**src/rtl/dmem_arb_pkg.sv**
```systemverilog
// Shared types for the data-memory arbiter: FSM states, grant owner, stats width.
// No logic here; imported by the arbiter top.
package dmem_arb_pkg;

  typedef enum logic [1:0] {
    ARB_IDLE = 2'd0,
    ARB_CPU  = 2'd1,
    ARB_LDR  = 2'd2
  } arb_state_t;

  typedef enum logic [1:0] {
    OWN_NONE = 2'd0,
    OWN_CPU  = 2'd1,
    OWN_LDR  = 2'd2
  } owner_t;

  localparam int STAT_W = 32;

endpackage

```
**src/rtl/dmem_arbiter_if.sv**
```systemverilog
// CPU, loader and dmem signal bundle for the data-memory arbiter.
// slave = arbiter side, master = requester/memory side.
interface dmem_arbiter_if #(
  parameter int WIDTH = 32
);
  logic             cpu_req;
  logic             cpu_we;
  logic [WIDTH-1:0] cpu_addr;
  logic [WIDTH-1:0] cpu_wdata;
  logic             cpu_stall;
  logic [WIDTH-1:0] cpu_rdata;
  logic             cpu_rvalid;
  logic             ldr_req;
  logic             ldr_lock;
  logic             ldr_we;
  logic [WIDTH-1:0] ldr_addr;
  logic [WIDTH-1:0] ldr_wdata;
  logic             ldr_gnt;
  logic [WIDTH-1:0] ldr_rdata;
  logic             ldr_rvalid;
  logic             mem_we;
  logic [WIDTH-1:0] mem_addr;
  logic [WIDTH-1:0] mem_wdata;
  logic [WIDTH-1:0] mem_rdata;

  modport slave (
    input  cpu_req, cpu_we, cpu_addr, cpu_wdata,
    input  ldr_req, ldr_lock, ldr_we, ldr_addr, ldr_wdata,
    input  mem_rdata,
    output cpu_stall, cpu_rdata, cpu_rvalid,
    output ldr_gnt, ldr_rdata, ldr_rvalid,
    output mem_we, mem_addr, mem_wdata
  );

  modport master (
    output cpu_req, cpu_we, cpu_addr, cpu_wdata,
    output ldr_req, ldr_lock, ldr_we, ldr_addr, ldr_wdata,
    output mem_rdata,
    input  cpu_stall, cpu_rdata, cpu_rvalid,
    input  ldr_gnt, ldr_rdata, ldr_rvalid,
    input  mem_we, mem_addr, mem_wdata
  );
endinterface

```
**src/rtl/arb_sat_counter.sv**
```systemverilog
// Saturating up-counter with clear (clear wins); latency 1 cycle.
// No backpressure: inc is ignored once the count reaches MAX.
module arb_sat_counter #(
  parameter int           W   = 4,
  parameter logic [W-1:0] MAX = '1
) (
  input  logic         clk,
  input  logic         reset,
  input  logic         inc,
  input  logic         clr,
  output logic [W-1:0] cnt
);
  logic [W-1:0] cnt_q;
  logic [W-1:0] cnt_d;

  always_comb begin
    cnt_d = cnt_q;
    if (clr) begin
      cnt_d = '0;
    end else if (inc && (cnt_q != MAX)) begin
      cnt_d = cnt_q + 1'b1;
    end
  end

  always_ff @(posedge clk) begin
    if (!reset) begin
      cnt_q <= '0;
    end else begin
      cnt_q <= cnt_d;
    end
  end

  assign cnt = cnt_q;
endmodule

```
**src/rtl/dmem_arbiter.sv**
```systemverilog
// Shares one dmem port between CPU MEM stage and loader; grant is combinational, read data returns 1 cycle later.
// Backpressure: losing CPU sees cpu_stall, losing loader simply lacks ldr_gnt. Stats ports under DMEM_ARB_STATS_EN.
module dmem_arbiter
  import dmem_arb_pkg::*;
#(
  parameter int WIDTH     = 32,
  parameter int MAX_WAIT  = 4,
  parameter int BURST_MAX = 4
) (
  input  logic               clk,
  input  logic               reset,
  dmem_arbiter_if.slave      bus
`ifdef DMEM_ARB_STATS_EN
  ,
  output logic [STAT_W-1:0]  stat_cpu_grants,
  output logic [STAT_W-1:0]  stat_ldr_grants,
  output logic [STAT_W-1:0]  stat_conflicts
`endif
);
  localparam int WAIT_W = $clog2(MAX_WAIT + 1);
  localparam int BEAT_W = $clog2(BURST_MAX + 1);

  typedef struct packed {
    logic             we;
    logic [WIDTH-1:0] addr;
    logic [WIDTH-1:0] wdata;
  } acc_t;

  arb_state_t        state_q, state_d;
  owner_t            owner;
  acc_t              mem_acc;
  logic              cpu_gnt, ldr_gnt;
  logic [WAIT_W-1:0] wait_cnt;
  logic [BEAT_W-1:0] beat_cnt;

  logic             cpu_rvalid_q, cpu_rvalid_d;
  logic [WIDTH-1:0] cpu_rdata_q, cpu_rdata_d;
  logic             ldr_rvalid_q, ldr_rvalid_d;
  logic [WIDTH-1:0] ldr_rdata_q, ldr_rdata_d;

  // Priority: locked burst continuation, starved loader, CPU, loader.
  always_comb begin
    owner = OWN_NONE;
    if ((state_q == ARB_LDR) && bus.ldr_req && bus.ldr_lock &&
        (beat_cnt < BEAT_W'(BURST_MAX - 1))) begin
      owner = OWN_LDR;
    end else if (bus.ldr_req && (wait_cnt == WAIT_W'(MAX_WAIT))) begin
      owner = OWN_LDR;
    end else if (bus.cpu_req) begin
      owner = OWN_CPU;
    end else if (bus.ldr_req) begin
      owner = OWN_LDR;
    end
  end

  assign cpu_gnt = (owner == OWN_CPU);
  assign ldr_gnt = (owner == OWN_LDR);

  always_ff @(posedge clk) begin
    if (!reset) begin
      state_q <= ARB_IDLE;
    end else begin
      state_q <= state_d;
    end
  end

  always_comb begin
    state_d = ARB_IDLE;
    case (owner)
      OWN_CPU: state_d = ARB_CPU;
      OWN_LDR: state_d = ARB_LDR;
      default: state_d = ARB_IDLE;
    endcase
  end

  always_comb begin
    mem_acc = '0;
    if (cpu_gnt) begin
      mem_acc = '{we: bus.cpu_we, addr: bus.cpu_addr, wdata: bus.cpu_wdata};
    end else if (ldr_gnt) begin
      mem_acc = '{we: bus.ldr_we, addr: bus.ldr_addr, wdata: bus.ldr_wdata};
    end
  end

  assign bus.mem_we    = mem_acc.we;
  assign bus.mem_addr  = mem_acc.addr;
  assign bus.mem_wdata = mem_acc.wdata;
  assign bus.cpu_stall = bus.cpu_req & ~cpu_gnt;
  assign bus.ldr_gnt   = ldr_gnt;

  arb_sat_counter #(.W(WAIT_W), .MAX(WAIT_W'(MAX_WAIT))) u_wait_cnt (
    .clk   (clk),
    .reset (reset),
    .inc   (bus.ldr_req & ~ldr_gnt),
    .clr   (~(bus.ldr_req & ~ldr_gnt)),
    .cnt   (wait_cnt)
  );

  // Any cycle that is not a continued loader beat restarts the burst count.
  arb_sat_counter #(.W(BEAT_W), .MAX(BEAT_W'(BURST_MAX - 1))) u_beat_cnt (
    .clk   (clk),
    .reset (reset),
    .inc   (ldr_gnt & (state_q == ARB_LDR)),
    .clr   (~(ldr_gnt & (state_q == ARB_LDR))),
    .cnt   (beat_cnt)
  );

  always_comb begin
    cpu_rvalid_d = cpu_gnt & ~bus.cpu_we;
    cpu_rdata_d  = cpu_rvalid_d ? bus.mem_rdata : cpu_rdata_q;
    ldr_rvalid_d = ldr_gnt & ~bus.ldr_we;
    ldr_rdata_d  = ldr_rvalid_d ? bus.mem_rdata : ldr_rdata_q;
  end

  always_ff @(posedge clk) begin
    if (!reset) begin
      cpu_rvalid_q <= 1'b0;
      cpu_rdata_q  <= '0;
      ldr_rvalid_q <= 1'b0;
      ldr_rdata_q  <= '0;
    end else begin
      cpu_rvalid_q <= cpu_rvalid_d;
      cpu_rdata_q  <= cpu_rdata_d;
      ldr_rvalid_q <= ldr_rvalid_d;
      ldr_rdata_q  <= ldr_rdata_d;
    end
  end

  assign bus.cpu_rvalid = cpu_rvalid_q;
  assign bus.cpu_rdata  = cpu_rdata_q;
  assign bus.ldr_rvalid = ldr_rvalid_q;
  assign bus.ldr_rdata  = ldr_rdata_q;

`ifdef DMEM_ARB_STATS_EN
  arb_sat_counter #(.W(STAT_W), .MAX({STAT_W{1'b1}})) u_stat_cpu (
    .clk (clk), .reset (reset), .inc (cpu_gnt), .clr (1'b0), .cnt (stat_cpu_grants)
  );

  arb_sat_counter #(.W(STAT_W), .MAX({STAT_W{1'b1}})) u_stat_ldr (
    .clk (clk), .reset (reset), .inc (ldr_gnt), .clr (1'b0), .cnt (stat_ldr_grants)
  );

  arb_sat_counter #(.W(STAT_W), .MAX({STAT_W{1'b1}})) u_stat_conf (
    .clk (clk), .reset (reset), .inc (bus.cpu_req & bus.ldr_req), .clr (1'b0),
    .cnt (stat_conflicts)
  );
`endif
endmodule

```
**src/flat_wrapper.sv**
```systemverilog
// flat-port wrapper written by rule: the top's interface ports become plain ports
module dmem_arbiter_flat import dmem_arb_pkg::*;
#(
  parameter int WIDTH     = 32,
  parameter int MAX_WAIT  = 4,
  parameter int BURST_MAX = 4
)
  (clk, reset, bus_cpu_req, bus_cpu_we, bus_cpu_addr, bus_cpu_wdata, bus_ldr_req, bus_ldr_lock, bus_ldr_we, bus_ldr_addr, bus_ldr_wdata, bus_mem_rdata, bus_cpu_stall, bus_cpu_rdata, bus_cpu_rvalid, bus_ldr_gnt, bus_ldr_rdata, bus_ldr_rvalid, bus_mem_we, bus_mem_addr, bus_mem_wdata);
  dmem_arbiter_if #(.WIDTH(WIDTH)) bus_i ();
  input  logic clk;
  input  logic reset;
  input wire logic [$bits(bus_i.cpu_req)-1:0] bus_cpu_req;
  input wire logic [$bits(bus_i.cpu_we)-1:0] bus_cpu_we;
  input wire logic [$bits(bus_i.cpu_addr)-1:0] bus_cpu_addr;
  input wire logic [$bits(bus_i.cpu_wdata)-1:0] bus_cpu_wdata;
  input wire logic [$bits(bus_i.ldr_req)-1:0] bus_ldr_req;
  input wire logic [$bits(bus_i.ldr_lock)-1:0] bus_ldr_lock;
  input wire logic [$bits(bus_i.ldr_we)-1:0] bus_ldr_we;
  input wire logic [$bits(bus_i.ldr_addr)-1:0] bus_ldr_addr;
  input wire logic [$bits(bus_i.ldr_wdata)-1:0] bus_ldr_wdata;
  input wire logic [$bits(bus_i.mem_rdata)-1:0] bus_mem_rdata;
  output wire logic [$bits(bus_i.cpu_stall)-1:0] bus_cpu_stall;
  output wire logic [$bits(bus_i.cpu_rdata)-1:0] bus_cpu_rdata;
  output wire logic [$bits(bus_i.cpu_rvalid)-1:0] bus_cpu_rvalid;
  output wire logic [$bits(bus_i.ldr_gnt)-1:0] bus_ldr_gnt;
  output wire logic [$bits(bus_i.ldr_rdata)-1:0] bus_ldr_rdata;
  output wire logic [$bits(bus_i.ldr_rvalid)-1:0] bus_ldr_rvalid;
  output wire logic [$bits(bus_i.mem_we)-1:0] bus_mem_we;
  output wire logic [$bits(bus_i.mem_addr)-1:0] bus_mem_addr;
  output wire logic [$bits(bus_i.mem_wdata)-1:0] bus_mem_wdata;
  assign bus_i.cpu_req = bus_cpu_req;
  assign bus_i.cpu_we = bus_cpu_we;
  assign bus_i.cpu_addr = bus_cpu_addr;
  assign bus_i.cpu_wdata = bus_cpu_wdata;
  assign bus_i.ldr_req = bus_ldr_req;
  assign bus_i.ldr_lock = bus_ldr_lock;
  assign bus_i.ldr_we = bus_ldr_we;
  assign bus_i.ldr_addr = bus_ldr_addr;
  assign bus_i.ldr_wdata = bus_ldr_wdata;
  assign bus_i.mem_rdata = bus_mem_rdata;
  assign bus_cpu_stall = bus_i.cpu_stall;
  assign bus_cpu_rdata = bus_i.cpu_rdata;
  assign bus_cpu_rvalid = bus_i.cpu_rvalid;
  assign bus_ldr_gnt = bus_i.ldr_gnt;
  assign bus_ldr_rdata = bus_i.ldr_rdata;
  assign bus_ldr_rvalid = bus_i.ldr_rvalid;
  assign bus_mem_we = bus_i.mem_we;
  assign bus_mem_addr = bus_i.mem_addr;
  assign bus_mem_wdata = bus_i.mem_wdata;
  dmem_arbiter #(.WIDTH(WIDTH), .MAX_WAIT(MAX_WAIT), .BURST_MAX(BURST_MAX)) u_core (.clk(clk), .reset(reset), .bus(bus_i));
endmodule
```
**config.mk**
```make
export PLATFORM = sky130hd
export DESIGN_NAME = dmem_arbiter_flat
export DESIGN_NICKNAME = d
export VERILOG_FILES = /design/src/rtl/dmem_arb_pkg.sv /design/src/rtl/dmem_arbiter_if.sv /design/src/rtl/arb_sat_counter.sv /design/src/rtl/dmem_arbiter.sv /design/src/flat_wrapper.sv
export SDC_FILE = /design/constraint.sdc
export NUM_CORES = 1
export LEC_CHECK = 0
export BUFFER_PORTS_ARGS = -buffer_cell sky130_fd_sc_hd__buf_2
export CAP_MARGIN = 40
export CORE_MARGIN = 4
export CORE_UTILIZATION = 30
export DETAILED_ROUTE_END_ITERATION = 10
export MAX_ROUTING_LAYER = met4
export PLACE_DENSITY_LB_ADDON = 0.05
export SETUP_SLACK_MARGIN = 0.05
export SLEW_MARGIN = 20
export SYNTH_ARGS = -nofsm -noshare
export SYNTH_HDL_FRONTEND = slang
export SYNTH_SLANG_ARGS = --single-unit
```
**constraint.sdc**
```tcl
create_clock -name clk -period 5.6 [get_ports clk]
set_clock_uncertainty 0.15 [all_clocks]
set_input_delay 0.84 -clock clk [delete_from_list [all_inputs] [get_ports clk]]
set_output_delay 0.84 -clock clk [all_outputs]
set_load 0.1 [all_outputs]
```
==> flow_metrics.py, run 1 <==
metrics = {
    "timing": {
        "finalHoldViolCount": 0,
        "period_needed_ns": 3.77,
        "setup_viol": 0,
        "period_share": 0.674,
        "tns_ns": 0,
        "rsz0062_at_grt": "false",
        "relSlewSlack": 0.603,
        "max_freq_ghz": 0.265,
        "maxSlewViolCount": 0,
        "tightest_slew_ns": 0.595,
    },
    "detailed_routing": {
        "vias": 3820,
        "drtIter0Drc": 198,
        "antenna_left": 0,
        "drtPass1Iterations": 4,
        "post_drt_wl_per_cell_um": 16.9,
        "viasPerCell": 4.75,
        "drc": 0,
        "drt-total-wl_mm": 13.6,
    },
    "placed_design": {
        "dp_cells": 786,
        "gp_congestion": 0.805,
        "hpwl_mm": 10.7,
        "portBuffers": 299,
        "place_area_um2": 5150,
    },
    "critical_path": {
        "slowest_stage": "a21oi_4",
        "path_delay_family": "buffers and inverters",
        "worstReg2RegStart": "u_core.u_wait_cnt.cnt[0]$_SDFFE_PN0P_",
        "crit_end": "bus_mem_wdata[22]",
        "critPathCaptureType": "primary output",
        "crit_path_max_fanout": 29,
        "crit_chain": "inv_1 > ha_1 > nand2_1 > o21ai_4 > a21oi_4 > buf_4 > a22o_1 > buf_2",
        "critical_path_required_ns": 4.61,
        "cp.arrival_ns": 2.78,
        "startpoint": "u_core.u_wait_cnt.cnt[0]$_SDFFE_PN0P_",
        "slowest_delay_ns": 0.52,
        "start_kind": "flip-flop",
        "worst-path-buf-inv": 3,
        "crit_cells": 8,
        "r2r-end": "u_core.bus.cpu_rdata[20]$_SDFFE_PN0P_",
        "worst-r2r-cell-count": 7,
        "r2r_setup_slack_ns": 3.48,
        "path_class": "reg2out",
    },
    "layout": {
        "stdcell_count": 805,
        "area_growth_pct": 54.0,
        "postLayoutCellArea_um2": 5510,
        "nNetsFinal": 825,
        "layout_commonest_cell": "buf_2",
        "final_cell_mix": "buf_2, nand2_1, dfxtp_1",
        "drive_gt1_frac": 0.499,
    },
    "floorplan": {
        "die_w_um": 117,
        "core_area_um2": 11600,
        "die_h_um": 117,
        "pin_count": 300,
        "start_util": 0.310,
        "fp-row-count": 39,
        "dieArea_um2": 13700,
    },
    "hold_path": {
        "min_path_type": "reg2reg",
    },
    "global_routing": {
        "grt_pass1_vias": 3604,
        "grt_overflow": 0,
        "grt_pass1_wl_mm": 18.4,
        "track_usage": 0.180,
        "antenna_found_initial": 2,
        "grt_max_degree": 45,
    },
    "logic_synthesis": {
        "yosysWarnings": 0,
        "synth.net_count": 541,
        "synth-seq-cells": 74,
        "syn_area_um2": 3580,
        "postSynthAreaPerCell_um2": 9.67,
        "synthFlopType": "dfxtp_1",
        "synth_edf_count": 0,
        "yosysUniqueCellTypes": 28,
        "ys_seq_area_frac": 0.414,
        "synthCells": 370,
        "synthArstFlopShare": 0,
    },
    "clocking": {
        "clk_latency_ns": 0.33,
        "clkSinkCount": 74,
        "cts_setup_buffers": 0,
        "cts_resized": 0,
        "cts_tree": "yes",
        "clk_pin_slew_ns": 0.06,
        "cts_hold_buf": 0,
        "h-tree-depth": 3,
        "cts-buffers-inserted": 9,
        "cts_buffer_depth": 2,
        "cts_root_buffer": "clkbuf_16",
    },
    "job": {
        "cap_violations": 0,
    },
    "power_and_ir_drop": {
        "max-vdd-ir-drop_uv": 155,
        "p_total_w": 0.00192,
        "power_density_nw_per_um2": 349,
        "power.static_leakage_nw": 3.07,
    },
    "outcome": {
        "run_status": "finished clean",
    },
}
## worst min path at each step
stage                                                from                                    end  depth (start not counted)
floorplan           u_core.u_wait_cnt.cnt[0]$_SDFFE_PN0P_  u_core.u_wait_cnt.cnt[0]$_SDFFE_PN0P_                          1
global placement    u_core.bus.cpu_rdata[12]$_SDFFE_PN0P_  u_core.bus.cpu_rdata[12]$_SDFFE_PN0P_                          2
detailed placement  u_core.bus.cpu_rdata[27]$_SDFFE_PN0P_  u_core.bus.cpu_rdata[27]$_SDFFE_PN0P_                          2
CTS                 u_core.bus.cpu_rdata[22]$_SDFFE_PN0P_  u_core.bus.cpu_rdata[22]$_SDFFE_PN0P_                          2
global route         u_core.bus.cpu_rdata[2]$_SDFFE_PN0P_   u_core.bus.cpu_rdata[2]$_SDFFE_PN0P_                          2
finish              u_core.bus.cpu_rdata[14]$_SDFFE_PN0P_  u_core.bus.cpu_rdata[14]$_SDFFE_PN0P_                          2
## power by group
part,total [W],switching (W),internal [W]
sequential,0.000560,0.0000106,0.000549
combinational,0.000686,0.000549,0.000137
clock,0.000677,0.000217,0.000460
total,0.00192,0.000778,0.00115
## metrics by stage
step                      worst slack (ns)   util  hold WS, ns
after floorplan                       1.86      -        0.280
after global placement                1.59  0.440        0.291
after detailed placement              1.85  0.445        0.294
after CTS                             1.81  0.476        0.306
after global routing                  1.68  0.476        0.324
final                                 1.83  0.477        0.301
## per-layer routing
layer,track usage,share of wire,up-vias
met5,-,0,-
met4,0.0520,0.013,0
met3,0.0648,0.10,17
met2,0.311,0.51,151
met1,0.194,0.38,1772
li1,-,-,1880
## cells in the mapped netlist (2+ instances only)
cell	number	area share
and3_1	2	0.0035
ha_1	4	0.014
nand2_1	98	0.10
mux2i_1	66	0.18
and4b_1	2	0.0056
clkbuf_1	14	0.015
nor2_1	2	0.0021
buf_2	9	0.013
dfxtp_1	74	0.41
buf_6	10	0.031
a22o_1	65	0.16
and2_1	2	0.0035
nor3_1	3	0.0042
inv_1	5	0.0052
## layout make-up
type / count / area, µm²
diodes: 3 / 7.51
repair buffers: 306 / 1590
clock buffers: 12 / 256
well taps: 143 / 179
inverters: 5 / 18.8
multi-input cells: 258 / 1880
flip-flops and latches: 74 / 1480
fillers: 1170 / 6050
clock inverters: 4 / 97.6
## cell families (layout without fill, tap and decap cells)
| logic type | count (synthesis) | in the layout | synth area share |
|---|---|---|---|
| mux | 66 | 66 | 0.185 |
| other cells | 0 | 3 | 0 |
| xor+xnor | 1 | 1 | 0.00245 |
| simple gates | 117 | 117 | 0.145 |
| fa+ha+maj | 4 | 4 | 0.0140 |
| flops | 74 | 74 | 0.414 |
| buf+inv | 38 | 327 | 0.0640 |
| compound gates | 70 | 70 | 0.177 |
## sequential cells by signal, summed over array words and instances, names as in the netlist
| name | flops |
|---|---|
| u_core.bus.cpu_rdata | 32 |
| u_core.bus.cpu_rvalid | 1 |
| u_core.bus.ldr_rdata | 32 |
| u_core.bus.ldr_rvalid | 1 |
| u_core.state_q | 2 |
| u_core.u_beat_cnt.cnt | 3 |
| u_core.u_wait_cnt.cnt | 3 |
## tightest hold or removal path, cell delays in order, from the launching register on
cell,delay (ns)
dfxtp_1,0.30
nand2_1,0.05
mux2i_1,0.05
(Power assumes the default switching activity.)
==> inputs of run 2 (changes only) <==
ABC_AREA = 1   (was default)
clock period = 3.35 ns   (was 5.6 ns; I/O delays follow)
==> run 2 against run 1 <==
Effect of this change: flip-flop and latch count stayed put; critical path depth is 3 higher; routed wire length is 18% higher; via count is 27% higher; non-clock buffer count is 1 lower; power is 76% higher; combinational power is 130% higher; area after synthesis is 13% higher; worst setup slack worse by 1.3 ns; design area is 24% higher; largest cell class is now non-clock buffers; largest power group unchanged; highest routed layer unchanged.
==> flow_metrics.py, run 2 <==
metrics = {
    "power_and_ir_drop": {
        "p_int_w": 0.00188,
        "combinationalPowerShare": 0.467,
        "switching_share": 0.445,
        "power_density_nw_per_um2": 495,
        "max-vdd-ir-drop_uv": 306,
        "clkPwrFrac": 0.249,
        "power.static_leakage_nw": 3.82,
        "seqPwrFrac": 0.283,
        "switchingPower_w": 0.00150,
    },
    "layout": {
        "postLayoutCellArea_um2": 6830,
        "layout_commonest_cell": "nand2_1",
        "drive_gt1_frac": 0.348,
        "final_cell_mix": "nand2_1, buf_2, nor2_1",
        "stdcell_count": 1114,
        "area_growth_pct": 68.8,
        "nNetsFinal": 1104,
    },
    "logic_synthesis": {
        "synthMuxAreaShare": 0,
        "yosysUniqueCellTypes": 23,
        "yosysWarnings": 0,
        "synth.net_count": 831,
        "synthCells": 660,
        "synth_edf_count": 0,
        "synthTopCellsByCount": "nand2_1, nor2_1, dfxtp_1",
        "syn_area_um2": 4050,
        "synthTopCellsByArea": "dfxtp_1, nand2_1, nor2_1, nand3b_1, inv_1",
        "yosysMostFrequentCell": "nand2_1",
        "synthArstFlopShare": 0,
        "postSynthAreaPerCell_um2": 6.13,
        "ys_seq_area_frac": 0.366,
        "yosys.area_share.simple": 0.461,
        "synth_xor_area_frac": 0.00216,
        "yosysTopAreaCell": "dfxtp_1",
        "synth_top_area_frac": 0.366,
        "synth_top_family_by_area": "simple AND/OR/NAND/NOR gates",
        "synth-seq-cells": 74,
        "synth-compound-area-share": 0.0433,
        "synth_fa_ha_area_frac": 0.0124,
        "synthFlopType": "dfxtp_1",
    },
    "global_routing": {
        "grt_overflow": 0,
        "grt-busiest-layer": "met2",
        "use_met2": 0.359,
        "grt_use_met3": 0.0436,
        "antenna_found_initial": 2,
        "track_usage": 0.197,
        "grt_use_met1": 0.215,
        "grt_pass1_wl_mm": 23.0,
        "grt_max_degree": 68,
        "grt_pass1_vias": 4382,
    },
    "hold_path": {
        "holdPathStages": 2,
        "holdPathEnd": "u_core.bus.ldr_rvalid$_SDFF_PN0_",
        "min_path_type": "in2reg",
        "worstHoldStart": "bus_ldr_we",
    },
    "timing": {
        "tightest_slew_ns": 0.673,
        "max_freq_ghz": 0.360,
        "hold_ws_ns": 0.214,
        "finalHoldViolCount": 0,
        "tns_ns": 0,
        "period_needed_ns": 2.78,
        "maxSlewViolCount": 0,
        "period_share": 0.829,
        "setup_viol": 0,
        "relSlewSlack": 0.549,
        "rsz0062_at_grt": "false",
    },
    "floorplan": {
        "dieArea_um2": 15400,
        "core_area_um2": 13200,
        "start_util": 0.306,
        "die_w_um": 124,
        "fp-row-count": 42,
        "pin_count": 300,
        "die_h_um": 124,
    },
    "outcome": {
        "run_status": "finished clean",
    },
    "detailed_routing": {
        "viasPerCell": 4.34,
        "post_drt_wl_per_cell_um": 14.4,
        "antenna_left": 0,
        "drtPass1Iterations": 6,
        "vias": 4838,
        "drc": 0,
        "drtIter0Drc": 254,
        "drt-total-wl_mm": 16.0,
    },
    "clocking": {
        "clk_pin_slew_ns": 0.05,
        "cts_resized": 0,
        "cts-buffers-inserted": 9,
        "cts_root_buffer": "clkbuf_16",
        "h-tree-depth": 3,
        "clkSinkCount": 74,
        "cts_setup_buffers": 0,
        "clk_latency_ns": 0.32,
        "cts_tree": "yes",
        "cts_hold_buf": 0,
        "cts_buffer_depth": 2,
    },
    "critical_path": {
        "start_kind": "flip-flop",
        "cp.arrival_ns": 2.12,
        "crit_path_max_fanout": 66,
        "r2r-end": "u_core.u_beat_cnt.cnt[1]$_SDFFE_PN0P_",
        "critical_path_required_ns": 2.70,
        "r2r_setup_slack_ns": 1.08,
        "worst-r2r-cell-count": 11,
        "worstReg2RegStart": "u_core.u_wait_cnt.cnt[0]$_SDFFE_PN0P_",
        "critPathCaptureType": "primary output",
        "path_class": "reg2out",
    },
    "job": {
        "cap_violations": 0,
    },
    "placed_design": {
        "place_area_um2": 6570,
        "portBuffers": 299,
        "dp_cells": 1098,
        "gp_congestion": 0.778,
        "hpwl_mm": 12.6,
    },
}
-- run 2: cell types whose count changed after synthesis, moves of 8 or more --
cell / change
nand3b_1: +31
inv_1: +42
nor2_1: +106
mux2i_1: -66
buf_4: +8
a21oi_1: +34
nand2_1: +205
a22o_1: -65
-- run 2: routing by layer --
metal  vias up  part of all wire
li1       2530                 -
met1      2143              0.39
met2       148              0.52
met3        17             0.076
met4         0             0.015
met5         -                 0
-- run 2: worst max path at each step --
stage | start | end | slack, ns | cells past startpoint
finish | u_core.u_wait_cnt.cnt[0]$_SDFFE_PN0P_ | bus_mem_we | 0.57 | 11
global route | u_core.u_wait_cnt.cnt[0]$_SDFFE_PN0P_ | bus_mem_we | 0.39 | 11
CTS | u_core.u_wait_cnt.cnt[0]$_SDFFE_PN0P_ | bus_mem_we | 0.56 | 11
detailed placement | bus_ldr_req | bus_mem_wdata[10] | 0.79 | 9
global placement | bus_ldr_req | bus_cpu_stall | 0.85 | 9
floorplan | bus_ldr_req | bus_mem_we | 0.31 | 7
-- run 2: logic make-up after synthesis --
logic type,Yosys count
compound gates,35
xor+xnor,1
fa+ha+maj,4
buf+inv,91
flops,74
simple gates,455
-- run 2: power groups by stage --
| stage | clock (W) | combinational, W | sequential [W] |
|---|---|---|---|
| after CTS | 0.000876 | 0.00159 | 0.000957 |
| after global routing | 0.000909 | 0.00164 | 0.000964 |
| after global placement | 0 | 0.00158 | 0.000974 |
| final | 0.000843 | 0.00158 | 0.000957 |
| after floorplan | 0 | 0.000731 | 0.00133 |
| after detailed placement | 0 | 0.00159 | 0.000975 |
-- run 2: metrics by stage --
stage / utilization / total power, W / setup WS [ns]
after floorplan: - / 0.00206 / 0.309
after global placement: 0.496 / 0.00255 / 0.851
after detailed placement: 0.496 / 0.00256 / 0.790
after CTS: 0.515 / 0.00342 / 0.557
after global routing: 0.516 / 0.00352 / 0.385
final: 0.516 / 0.00338 / 0.573
-- run 2: worst max-delay path, stage by stage, from the launching register on --
cell and delay, ns:
dfxtp_1 0.36, inv_1 0.06, ha_1 0.19, nand3_1 0.10, nand2_1 0.06, inv_1 0.11
nand2_1 0.11, inv_2 0.08, buf_12 0.26, nand2_1 0.10, o21ai_1 0.15, buf_12 0.21
-- run 2: layout make-up --
class,instances,area [µm²]
timing repair buffer,305,2580
clock inverter,4,20.0
tap,176,220
inverter,48,180
sequential,74,1480
multi-input combinational,495,2100
antenna,2,5.00
clock buffer,10,239
fill,1338,6410
